### src/rtl/dsp_boot_pkg.sv
// Shared constants for the DSP boot supervisor: state codes and default parameters.
package dsp_boot_pkg;

    localparam int unsigned DEF_BOOT_TIMEOUT      = 65535;
    localparam int unsigned DEF_RETRY_MAX         = 3;
    localparam int unsigned DEF_HOLD_CYCLES       = 16;
    localparam int unsigned DEF_FLAG_SYNC_STAGES  = 2;
    localparam int unsigned DEF_HEARTBEAT_TIMEOUT = 4096;

    localparam int unsigned STATE_W = 3;

    // Codes 6 and 7 are unused; the FSM recovers from them into ST_FAIL.
    typedef enum logic [STATE_W-1:0] {
        ST_IDLE        = 3'd0,
        ST_WAIT_BOOT   = 3'd1,
        ST_DONE        = 3'd2,
        ST_REBOOT      = 3'd3,
        ST_WAIT_ASSERT = 3'd4,
        ST_FAIL        = 3'd5
    } boot_state_e;

endpackage

### src/rtl/dsp_flag_sync.sv
// N-stage synchronizer for one asynchronous DSP boot flag, with an optional
// registered any-edge pulse that lines up with the synchronized output change.
module dsp_flag_sync #(
    parameter int unsigned STAGES  = 2,
    parameter bit          EDGE_EN = 1'b1
) (
    input  logic clk,
    input  logic rst_n,
    input  logic flag_async,
    output logic flag_sync,
    output logic flag_edge
);

    logic [STAGES-1:0] sync_q;
    logic [STAGES-1:0] sync_d;

    // Shift the raw pin in at the bottom of the chain.
    always_comb begin
        sync_d = {sync_q[STAGES-2:0], flag_async};
    end

    // Synchronizer flops.
    always_ff @(posedge clk or negedge rst_n) begin
        if (!rst_n) begin
            sync_q <= '0;
        end else begin
            sync_q <= sync_d;
        end
    end

    assign flag_sync = sync_q[STAGES-1];

    if (EDGE_EN) begin : g_edge
        logic edge_q;
        logic edge_d;

        // Last two stages differ exactly when the output is about to toggle.
        always_comb begin
            edge_d = sync_q[STAGES-1] ^ sync_q[STAGES-2];
        end

        // Edge pulse register, high in the same cycle the synced flag changes.
        always_ff @(posedge clk or negedge rst_n) begin
            if (!rst_n) begin
                edge_q <= 1'b0;
            end else begin
                edge_q <= edge_d;
            end
        end

        assign flag_edge = edge_q;
    end else begin : g_no_edge
        assign flag_edge = 1'b0;
    end

endmodule

### src/rtl/dsp_boot_supervisor.sv
// DSP0/DSP1 boot supervisor: waits for DSP reset release, times the boot-done
// flags, requests reboots on timeout up to RETRY_MAX, then latches BOOT_FAIL.
// Optional DONE-state heartbeat monitoring is enabled by `define DSP_BOOT_HEARTBEAT_EN.
// FLAG_SYNC_STAGES must be >= 2 and HOLD_CYCLES >= 1.
module dsp_boot_supervisor
    import dsp_boot_pkg::*;
#(
    parameter int unsigned BOOT_TIMEOUT      = DEF_BOOT_TIMEOUT,
    parameter int unsigned RETRY_MAX         = DEF_RETRY_MAX,
    parameter int unsigned HOLD_CYCLES       = DEF_HOLD_CYCLES,
    parameter int unsigned FLAG_SYNC_STAGES  = DEF_FLAG_SYNC_STAGES,
    parameter int unsigned HEARTBEAT_TIMEOUT = DEF_HEARTBEAT_TIMEOUT
) (
    input  logic                           DSP_CLKIN,
    input  logic                           SYS_RESET_N,
    input  logic                           DSP0_RESET,
    input  logic                           DSP1_RESET,
    input  logic                           DSP0_BOOT_FLAG,
    input  logic                           DSP1_BOOT_FLAG,
    output logic                           REBOOT_REQ,
    output logic                           BOOT_DONE,
    output logic                           BOOT_FAIL,
    output logic [$clog2(RETRY_MAX+1)-1:0] RETRY_COUNT,
    output logic [STATE_W-1:0]             BOOT_STATE
);

    localparam int unsigned CNT_W   = $clog2(BOOT_TIMEOUT + 1);
    localparam int unsigned HOLD_W  = $clog2(HOLD_CYCLES + 1);
    localparam int unsigned RETRY_W = $clog2(RETRY_MAX + 1);

`ifdef DSP_BOOT_HEARTBEAT_EN
    localparam bit HB_EN = 1'b1;
`else
    localparam bit HB_EN = 1'b0;
`endif

    logic               flag0_sync;
    logic               flag1_sync;
    logic               flag0_edge;
    logic               flag1_edge;
    logic               rst_rel_c;
    logic               hb_expired_c;
    logic               timeout_c;

    boot_state_e        state_q;
    boot_state_e        state_d;
    logic [CNT_W-1:0]   cnt_q;
    logic [CNT_W-1:0]   cnt_d;
    logic [HOLD_W-1:0]  hold_q;
    logic [HOLD_W-1:0]  hold_d;
    logic [RETRY_W-1:0] retry_q;
    logic [RETRY_W-1:0] retry_d;
    logic               boot_done_q;
    logic               boot_done_d;
    logic               reboot_req_q;
    logic               reboot_req_d;
    logic               boot_fail_q;
    logic               boot_fail_d;

    dsp_flag_sync #(
        .STAGES  (FLAG_SYNC_STAGES),
        .EDGE_EN (HB_EN)
    ) u_flag_sync0 (
        .clk        (DSP_CLKIN),
        .rst_n      (SYS_RESET_N),
        .flag_async (DSP0_BOOT_FLAG),
        .flag_sync  (flag0_sync),
        .flag_edge  (flag0_edge)
    );

    dsp_flag_sync #(
        .STAGES  (FLAG_SYNC_STAGES),
        .EDGE_EN (HB_EN)
    ) u_flag_sync1 (
        .clk        (DSP_CLKIN),
        .rst_n      (SYS_RESET_N),
        .flag_async (DSP1_BOOT_FLAG),
        .flag_sync  (flag1_sync),
        .flag_edge  (flag1_edge)
    );

    // DSP resets come from a stage already in this clock domain; used directly.
    assign rst_rel_c = DSP0_RESET & DSP1_RESET;

`ifdef DSP_BOOT_HEARTBEAT_EN
    localparam int unsigned HB_W = $clog2(HEARTBEAT_TIMEOUT + 1);

    logic [HB_W-1:0] hb0_q;
    logic [HB_W-1:0] hb0_d;
    logic [HB_W-1:0] hb1_q;
    logic [HB_W-1:0] hb1_d;

    // Heartbeat counters run only in DONE; held at zero elsewhere so entry starts clean.
    always_comb begin
        hb0_d = '0;
        hb1_d = '0;
        if (state_q == ST_DONE) begin
            if (!flag0_edge) hb0_d = hb0_q + HB_W'(1);
            if (!flag1_edge) hb1_d = hb1_q + HB_W'(1);
        end
    end

    // Heartbeat counter registers; expiry always forces an exit from DONE, so no wrap.
    always_ff @(posedge DSP_CLKIN or negedge SYS_RESET_N) begin
        if (!SYS_RESET_N) begin
            hb0_q <= '0;
            hb1_q <= '0;
        end else begin
            hb0_q <= hb0_d;
            hb1_q <= hb1_d;
        end
    end

    assign hb_expired_c = (hb0_q == HB_W'(HEARTBEAT_TIMEOUT - 1)) |
                          (hb1_q == HB_W'(HEARTBEAT_TIMEOUT - 1));
`else
    localparam int unsigned unused_hb_timeout = HEARTBEAT_TIMEOUT;

    logic unused_edges_c;

    assign unused_edges_c = flag0_edge | flag1_edge;
    assign hb_expired_c   = 1'b0;
`endif

    // Next-state logic; cnt tops out at BOOT_TIMEOUT, which fits CNT_W, so it never wraps.
    always_comb begin
        state_d   = state_q;
        cnt_d     = cnt_q;
        hold_d    = hold_q;
        retry_d   = retry_q;
        timeout_c = 1'b0;

        case (state_q)
            ST_IDLE: begin
                cnt_d = '0;
                if (rst_rel_c) begin
                    state_d = ST_WAIT_BOOT;
                end
            end
            ST_WAIT_BOOT: begin
                cnt_d = cnt_q + CNT_W'(1);
                if (!rst_rel_c) begin
                    state_d = ST_IDLE;
                    cnt_d   = '0;
                end else if (flag0_sync && flag1_sync) begin
                    state_d = ST_DONE;
                end else if (cnt_q == CNT_W'(BOOT_TIMEOUT - 1)) begin
                    timeout_c = 1'b1;
                end
            end
            ST_DONE: begin
                if (!rst_rel_c) begin
                    state_d = ST_IDLE;
                end else if (hb_expired_c) begin
                    timeout_c = 1'b1;
                end
            end
            ST_REBOOT: begin
                if (hold_q == HOLD_W'(HOLD_CYCLES - 1)) begin
                    state_d = ST_WAIT_ASSERT;
                    cnt_d   = '0;
                end else begin
                    hold_d = hold_q + HOLD_W'(1);
                end
            end
            ST_WAIT_ASSERT: begin
                cnt_d = cnt_q + CNT_W'(1);
                if (!rst_rel_c) begin
                    state_d = ST_IDLE;
                    cnt_d   = '0;
                end else if (cnt_q == CNT_W'(BOOT_TIMEOUT - 1)) begin
                    state_d = ST_FAIL;
                end
            end
            ST_FAIL: begin
                state_d = ST_FAIL;
            end
            default: begin
                state_d = ST_FAIL;
            end
        endcase

        // Shared timeout action: reboot while retries remain, otherwise give up.
        if (timeout_c) begin
            if (retry_q == RETRY_W'(RETRY_MAX)) begin
                state_d = ST_FAIL;
            end else begin
                retry_d = retry_q + RETRY_W'(1);
                hold_d  = '0;
                state_d = ST_REBOOT;
            end
        end
    end

    // Status outputs follow the next state so they change on the same edge as BOOT_STATE.
    always_comb begin
        boot_done_d  = 1'b0;
        reboot_req_d = 1'b0;
        boot_fail_d  = 1'b0;
        if (state_d == ST_DONE)   boot_done_d  = 1'b1;
        if (state_d == ST_REBOOT) reboot_req_d = 1'b1;
        if (state_d == ST_FAIL)   boot_fail_d  = 1'b1;
    end

    // State, counters and registered outputs.
    always_ff @(posedge DSP_CLKIN or negedge SYS_RESET_N) begin
        if (!SYS_RESET_N) begin
            state_q      <= ST_IDLE;
            cnt_q        <= '0;
            hold_q       <= '0;
            retry_q      <= '0;
            boot_done_q  <= 1'b0;
            reboot_req_q <= 1'b0;
            boot_fail_q  <= 1'b0;
        end else begin
            state_q      <= state_d;
            cnt_q        <= cnt_d;
            hold_q       <= hold_d;
            retry_q      <= retry_d;
            boot_done_q  <= boot_done_d;
            reboot_req_q <= reboot_req_d;
            boot_fail_q  <= boot_fail_d;
        end
    end

    assign REBOOT_REQ  = reboot_req_q;
    assign BOOT_DONE   = boot_done_q;
    assign BOOT_FAIL   = boot_fail_q;
    assign RETRY_COUNT = retry_q;
    assign BOOT_STATE  = state_q;

endmodule

### config.mk
export PLATFORM = sky130hd
export DESIGN_NAME = dsp_boot_supervisor
export DESIGN_NICKNAME = d
export VERILOG_FILES = /design/src/rtl/dsp_boot_pkg.sv /design/src/rtl/dsp_flag_sync.sv /design/src/rtl/dsp_boot_supervisor.sv
export SDC_FILE = /design/constraint.sdc
export NUM_CORES = 1
export LEC_CHECK = 0
export CORE_UTILIZATION = 55
export CTS_CLUSTER_DIAMETER = 60
export CTS_CLUSTER_SIZE = 12
export DETAILED_ROUTE_END_ITERATION = 8
export HOLD_SLACK_MARGIN = 0.02
export MAX_ROUTING_LAYER = met4
export PLACE_DENSITY = 0.76
export SLEW_MARGIN = 20
export SYNTH_ARGS = -nofsm -noshare
export SYNTH_HDL_FRONTEND = slang
export SYNTH_SLANG_ARGS = --single-unit
### constraint.sdc
create_clock -name DSP_CLKIN -period 2.97 [get_ports DSP_CLKIN]
set_input_delay 0.4455 -clock DSP_CLKIN [delete_from_list [all_inputs] [get_ports DSP_CLKIN]]
set_output_delay 0.4455 -clock DSP_CLKIN [all_outputs]
set_load 0.02 [all_outputs]
======== After elaboration in Yosys (flattened, before gate mapping) ========
Index checks and enable logic that the tools add are counted.
word-level totals
  word-level logic and storage cells ...... 55
  output and inout port bits .............. 8
  flip-flop bits (word level) ............. 33
  input bits .............................. 6
operators by class
  reductions and logical operators ........ 6
  mux-type cells .......................... 24
  equality and inequality tests ........... 11
  add/subtract/negate cells ............... 3
  bitwise operators ....................... 2
operators with widths
  operator                 count
  $pmux W16 S3             1
  $mux W16                 2
  $mux W3                  9
  $mux W5                  4
  $add A16 B1 Y16 const B  1
  $eq A16 B16 Y1 const B   1
  $pmux W3 S5              1
  $eq A3 B2 Y1 const B     4
  $mux W1                  7
  $eq A3 B3 Y1 const B     2
  $add A5 B1 Y5 const B    1
  $eq A5 B4 Y1 const B     1
  $reduce_and A2 Y1        2
  $eq A3 B1 Y1 const B     1
  $logic_not A3 Y1         1
  $reduce_bool A3 Y1       1
  $add A2 B1 Y2 const B    1
  $eq A2 B2 Y1 const B     1
  $ne A2 B2 Y1 const B     1
  $reduce_or A2 Y1         1
  $and A1 B1 Y1            1
  $logic_and A1 B1 Y1      1
  $not A1 Y1               1

======== Depth between registers and ports, before layout ========
  depth after elaboration ................. 8
  depth in mapped cells ................... 7
  mapped depth without buffers ............ 7

======== Cells and area by module ========
From an unflattened synthesis, not the netlist that was laid out.
unflattened totals
  cells, all modules ...................... 178
  area total of the unflattened synthesis .. 1,778.0 um^2
by module, submodules not included
  module               area each (um^2)  seq. area each (um^2)  cells an instance  times used
  dsp_boot_supervisor  1,655.3           725.7                  170                1
  dsp_flag_sync        61.3              50.0                   4                  2

======== Least setup slack after synthesis ========
Ideal clock, no wire load.
  path kind ............................... reg-to-reg
  start ................................... register state_q[0], in the netlist BOOT_STATE[0]
  end ..................................... register cnt_q[12]
  slack ................................... 1.065 ns
  arrival time ............................ 1.827 ns
  setup time .............................. 0.078 ns
  period minus slack after synthesis ...... 1.905 ns
  data required time ...................... 2.892 ns
  path buffers ............................ 0
  stages on the path, launching flop included .. 6
  cells stage by stage .................... dfrtp_1 mux2_4 a21o_1 or3_4 or3_1 a21oi_1
between the ends
  longest elaborated chain between the ends .. 4
  elaborated cells between the ends (all ways) .. 9
  those cells by class .................... eq/ne (4); mux (1); reduce/logical (4)
RTL lines
  item                                          line                        source
  start, declared                               dsp_boot_supervisor.sv:45   boot_state_e state_q;
  start signal, assigned                        dsp_boot_supervisor.sv:216  state_q <= state_d;
  $eq A3 B3 Y1 or $eq A3 B1 Y1 (tied branches)  dsp_boot_supervisor.sv:133  case (state_q)
  $reduce_or A2 Y1 (no source line)             n/a
  $reduce_bool A3 Y1 (no source line)           n/a
  $reduce_and A2 Y1 (no source line)            n/a
  end signal, assigned                          dsp_boot_supervisor.sv:217  cnt_q <= cnt_d;
  end, declared                                 dsp_boot_supervisor.sv:47   logic [CNT_W-1:0] cnt_q;
Several ways; a longest one is shown, not always the timed one.
A chain may end at the register's enable or synchronous reset.

======== Worst setup path after layout ========
  start ................................... register state_q[1], in the netlist BOOT_STATE[1]
  end ..................................... register cnt_q[7]
The elaborated chain is that of the path after synthesis.

==> metrics <==
run status=complete, but fails checks; failing checks=DRC; H-tree depth=2; CTS clk-pin slew, worst paths=0.10 ns; EDFF count, synth=0; Worst Max-Slew Pin Slew=0.9350 ns; CP cell instances=nand3b_1 > o211ai_1 > o22ai_1 > nand2_1 > o21ai_0; CTS tree=built; post-synthesis sequential area ratio=48.46%; vias in the first global route=1393; min Tclk post-route=2.283 ns; CP required=3.19 ns; GRT overflow=0; post-detailed-routing wire length=3.356 mm; Vias/cell=6.172; drt first pass iters=8; critical path's largest stage delay=0.81 ns; initial antenna violation count=0; Top Family by Delay on Critical Path=compound AO/OA/AOI/OAI gates; Slew Limit Fails=0; Post-CTS Resized=0; Routed Antenna Nets=0; Synth area leader=dfrtp_1; pin count of the biggest net entering global routing=34; VDD IR-drop max=0.3037 mV; post-synthesis average cell area=9.908 um^2; Rows=19; crit start category=register; GRT Total Usage=24.29%; share of layout cells above drive strength 1=9.474%; Power Dens Cells=485.4 mW/mm^2; Clock Skew=0.01058 ns; CTS Buf Count=5; I/O Buffers=13; WS Path Type=reg2reg; CTS root buffer=clkbuf_4; net count reported at finish=199; Critical Path AT=2.50 ns; Mapped Cells=172; setup bufs post-CTS=0; die height=57.67 um; Crit Path Max Fanout=15; WL/cell=15.19 um; worst skew pair latency=0.33 ns; crit path capture type=register; n_diodes=0; initial core utilization=59.74%; DR iter-0 viols=110; Setup violations, final=0; Most used DFF post-synth=dfrtp_1; period utilization=76.85%; Placer Congestion=0.8526; Max Buffers Root-to-Sink=2; HPWL after DPL=2.394 mm; synth-to-layout area growth=14.39%; Post-Syn Nets=182; synth warn=0; DRC Markers=3; Synth top area share=48.46%; Die Width=57.67 um; unique cell type count in the Yosys netlist=37; synthesized area=0.001704 mm^2; global-route wire length before repair=5.865 mm; CP bufs+invs=0; # clock sinks=33; leakage=0.8426 nW; Async SR Flop Fraction=100.0%; synthesized flop and latch total=33; Final Hold Fails=0; Filler cells=232; TNS Setup=0 ns; hold_buf cts=0; Worst Hold Class=reg2reg; fmax=438.1 MHz; io pins=14; Core Box Area=0.002853 mm^2; RSZ-0062 raised after global routing=false; synth top area cells=dfrtp_1 48%, nor2_1 4.6%, xor2_1 4.6%; Via Count=1364; Worst slew margin=37.39%; Critical-path top delay cell=o211ai_1; Max Cap Violations=0; worst hold margin=0.3525 ns; Die ar.=0.003325 mm^2
==> worst register-to-register path: stages, from the launching register on <==
cell and delay, ns:
dfrtp_1 0.70, nand3b_1 0.27, o211ai_1 0.81, o22ai_1 0.21
nand2_1 0.11, o21ai_0 0.08
==> layer usage <==
metal	vias up	track usage, %	wire [um]
li1	654	-	-
met1	669	27.50	1451
met2	31	40.37	1693
met3	10	5.357	113
met4	0	12.93	97
met5	-	-	0
==> cells by family (layout without fill, tap and decap cells) <==
kind of cell               Yosys count  after routing  share of synthesized area [%]
xor gates and xnor gates            11             11                          5.654
muxes                                3              3                          2.202
and+or+nand+nor                     77             77                          23.86
AOI/OAI and AO/OA                   37             37                          15.27
DFF                                 33             33                          48.46
buffers and inverters                7             25                          1.615
adders and majority gates            4              4                          2.937
==> Yosys cell counts (all sizes together), types with 2 or more instances <==
cell and instances:
mux2 3, nor3 3, and3 3, nand3b 2
or2 2, clkbuf 3, dfrtp 33, a21oi 9
nand3 11, inv 3, and2 2, o22ai 2
nand4 7, or3 2, o21ai 14, and4b 2
xor2 9, nor2 22, ha 4, xnor2 2
nand2 16, a2111oi 2, a21o 3, nand2b 3
==> where the power goes <==
group | switching, mW | internal [mW] | total, mW
Combinational | 0.0532 | 0.0416 | 0.0948
Clock | 0.153 | 0.201 | 0.354
Sequential | 0.0269 | 0.471 | 0.498
Total | 0.233 | 0.713 | 0.946
==> worst paths after layout <==
path | from | endpoint | slack [ns] | depth (start not counted)
max | BOOT_STATE[1] | cnt_q[7] | 0.69 | 5
min | u_flag_sync1.sync_q[0] | u_flag_sync1.sync_q[1] | 0.35 | 0
max reg2reg | BOOT_STATE[1] | cnt_q[7] | 0.69 | 5
min reg2reg | u_flag_sync1.sync_q[0] | u_flag_sync1.sync_q[1] | 0.35 | 0
max in group asynchronous | SYS_RESET_N | cnt_q[4] | 2.17 | 2
min in group asynchronous | SYS_RESET_N | BOOT_FAIL | 0.50 | 2
==> area by class of cell <==
class / instances / area [um^2] / area share [%]
multi-input cells: 132 / 850.8 / 43.65
flip-flops and latches: 33 / 825.8 / 42.36
inverters: 3 / 11.26 / 0.5777
well taps: 31 / 38.79 / 1.990
clock inverters: 1 / 30.03 / 1.540
clock buffers: 7 / 55.05 / 2.824
repair buffers: 14 / 137.6 / 7.060
==> sequential cells by signal (all words and copies together) (netlist names) <==
signal,flops
cnt_q,16
BOOT_DONE,1
BOOT_FAIL,1
BOOT_STATE,3
hold_q,5
u_flag_sync0.sync_q,2
RETRY_COUNT,2
REBOOT_REQ,1
u_flag_sync1.sync_q,2
==> per-stage QoR <==
| step | area, um^2 | cells | utilization, % | setup WS, ns | total power [mW] |
|---|---|---|---|---|---|
| 6_report | 1949 | 221 | 68.33 | 0.6875 | 0.9462 |
| 5_1_grt | 1949 | 221 | 68.33 | 0.3636 | 0.9877 |
| 4_1_cts | 1949 | 221 | 68.33 | 0.7164 | 0.9509 |
| 3_5_place_dp | 1864 | 213 | 65.35 | 0.5130 | 0.6011 |
| 3_3_place_gp | 1864 | 213 | 65.35 | 0.6468 | 0.5969 |
| 2_1_floorplan | 1704 | 172 | - | 1.065 | 0.5652 |
==> cell usage in the layout, fill, tap and decap left out, types with 2 or more instances in the layout <==
cell / n
xnor2_1: 2
nand3b_1: 2
clkdlybuf4s50_1: 13
o21ai_0: 14
clkbuf_4: 5
dfrtp_1: 33
mux2_2: 2
nor2_1: 21
a2111oi_4: 2
xor2_1: 9
or2_2: 2
and3_1: 3
nor3_1: 3
nand2_1: 16
and2_1: 2
nand3_1: 11
a21oi_1: 9
and4b_1: 2
o22ai_1: 2
nand2b_1: 3
a21o_1: 3
inv_1: 3
ha_1: 4
nand4_1: 7
(Power assumes the default switching activity.)
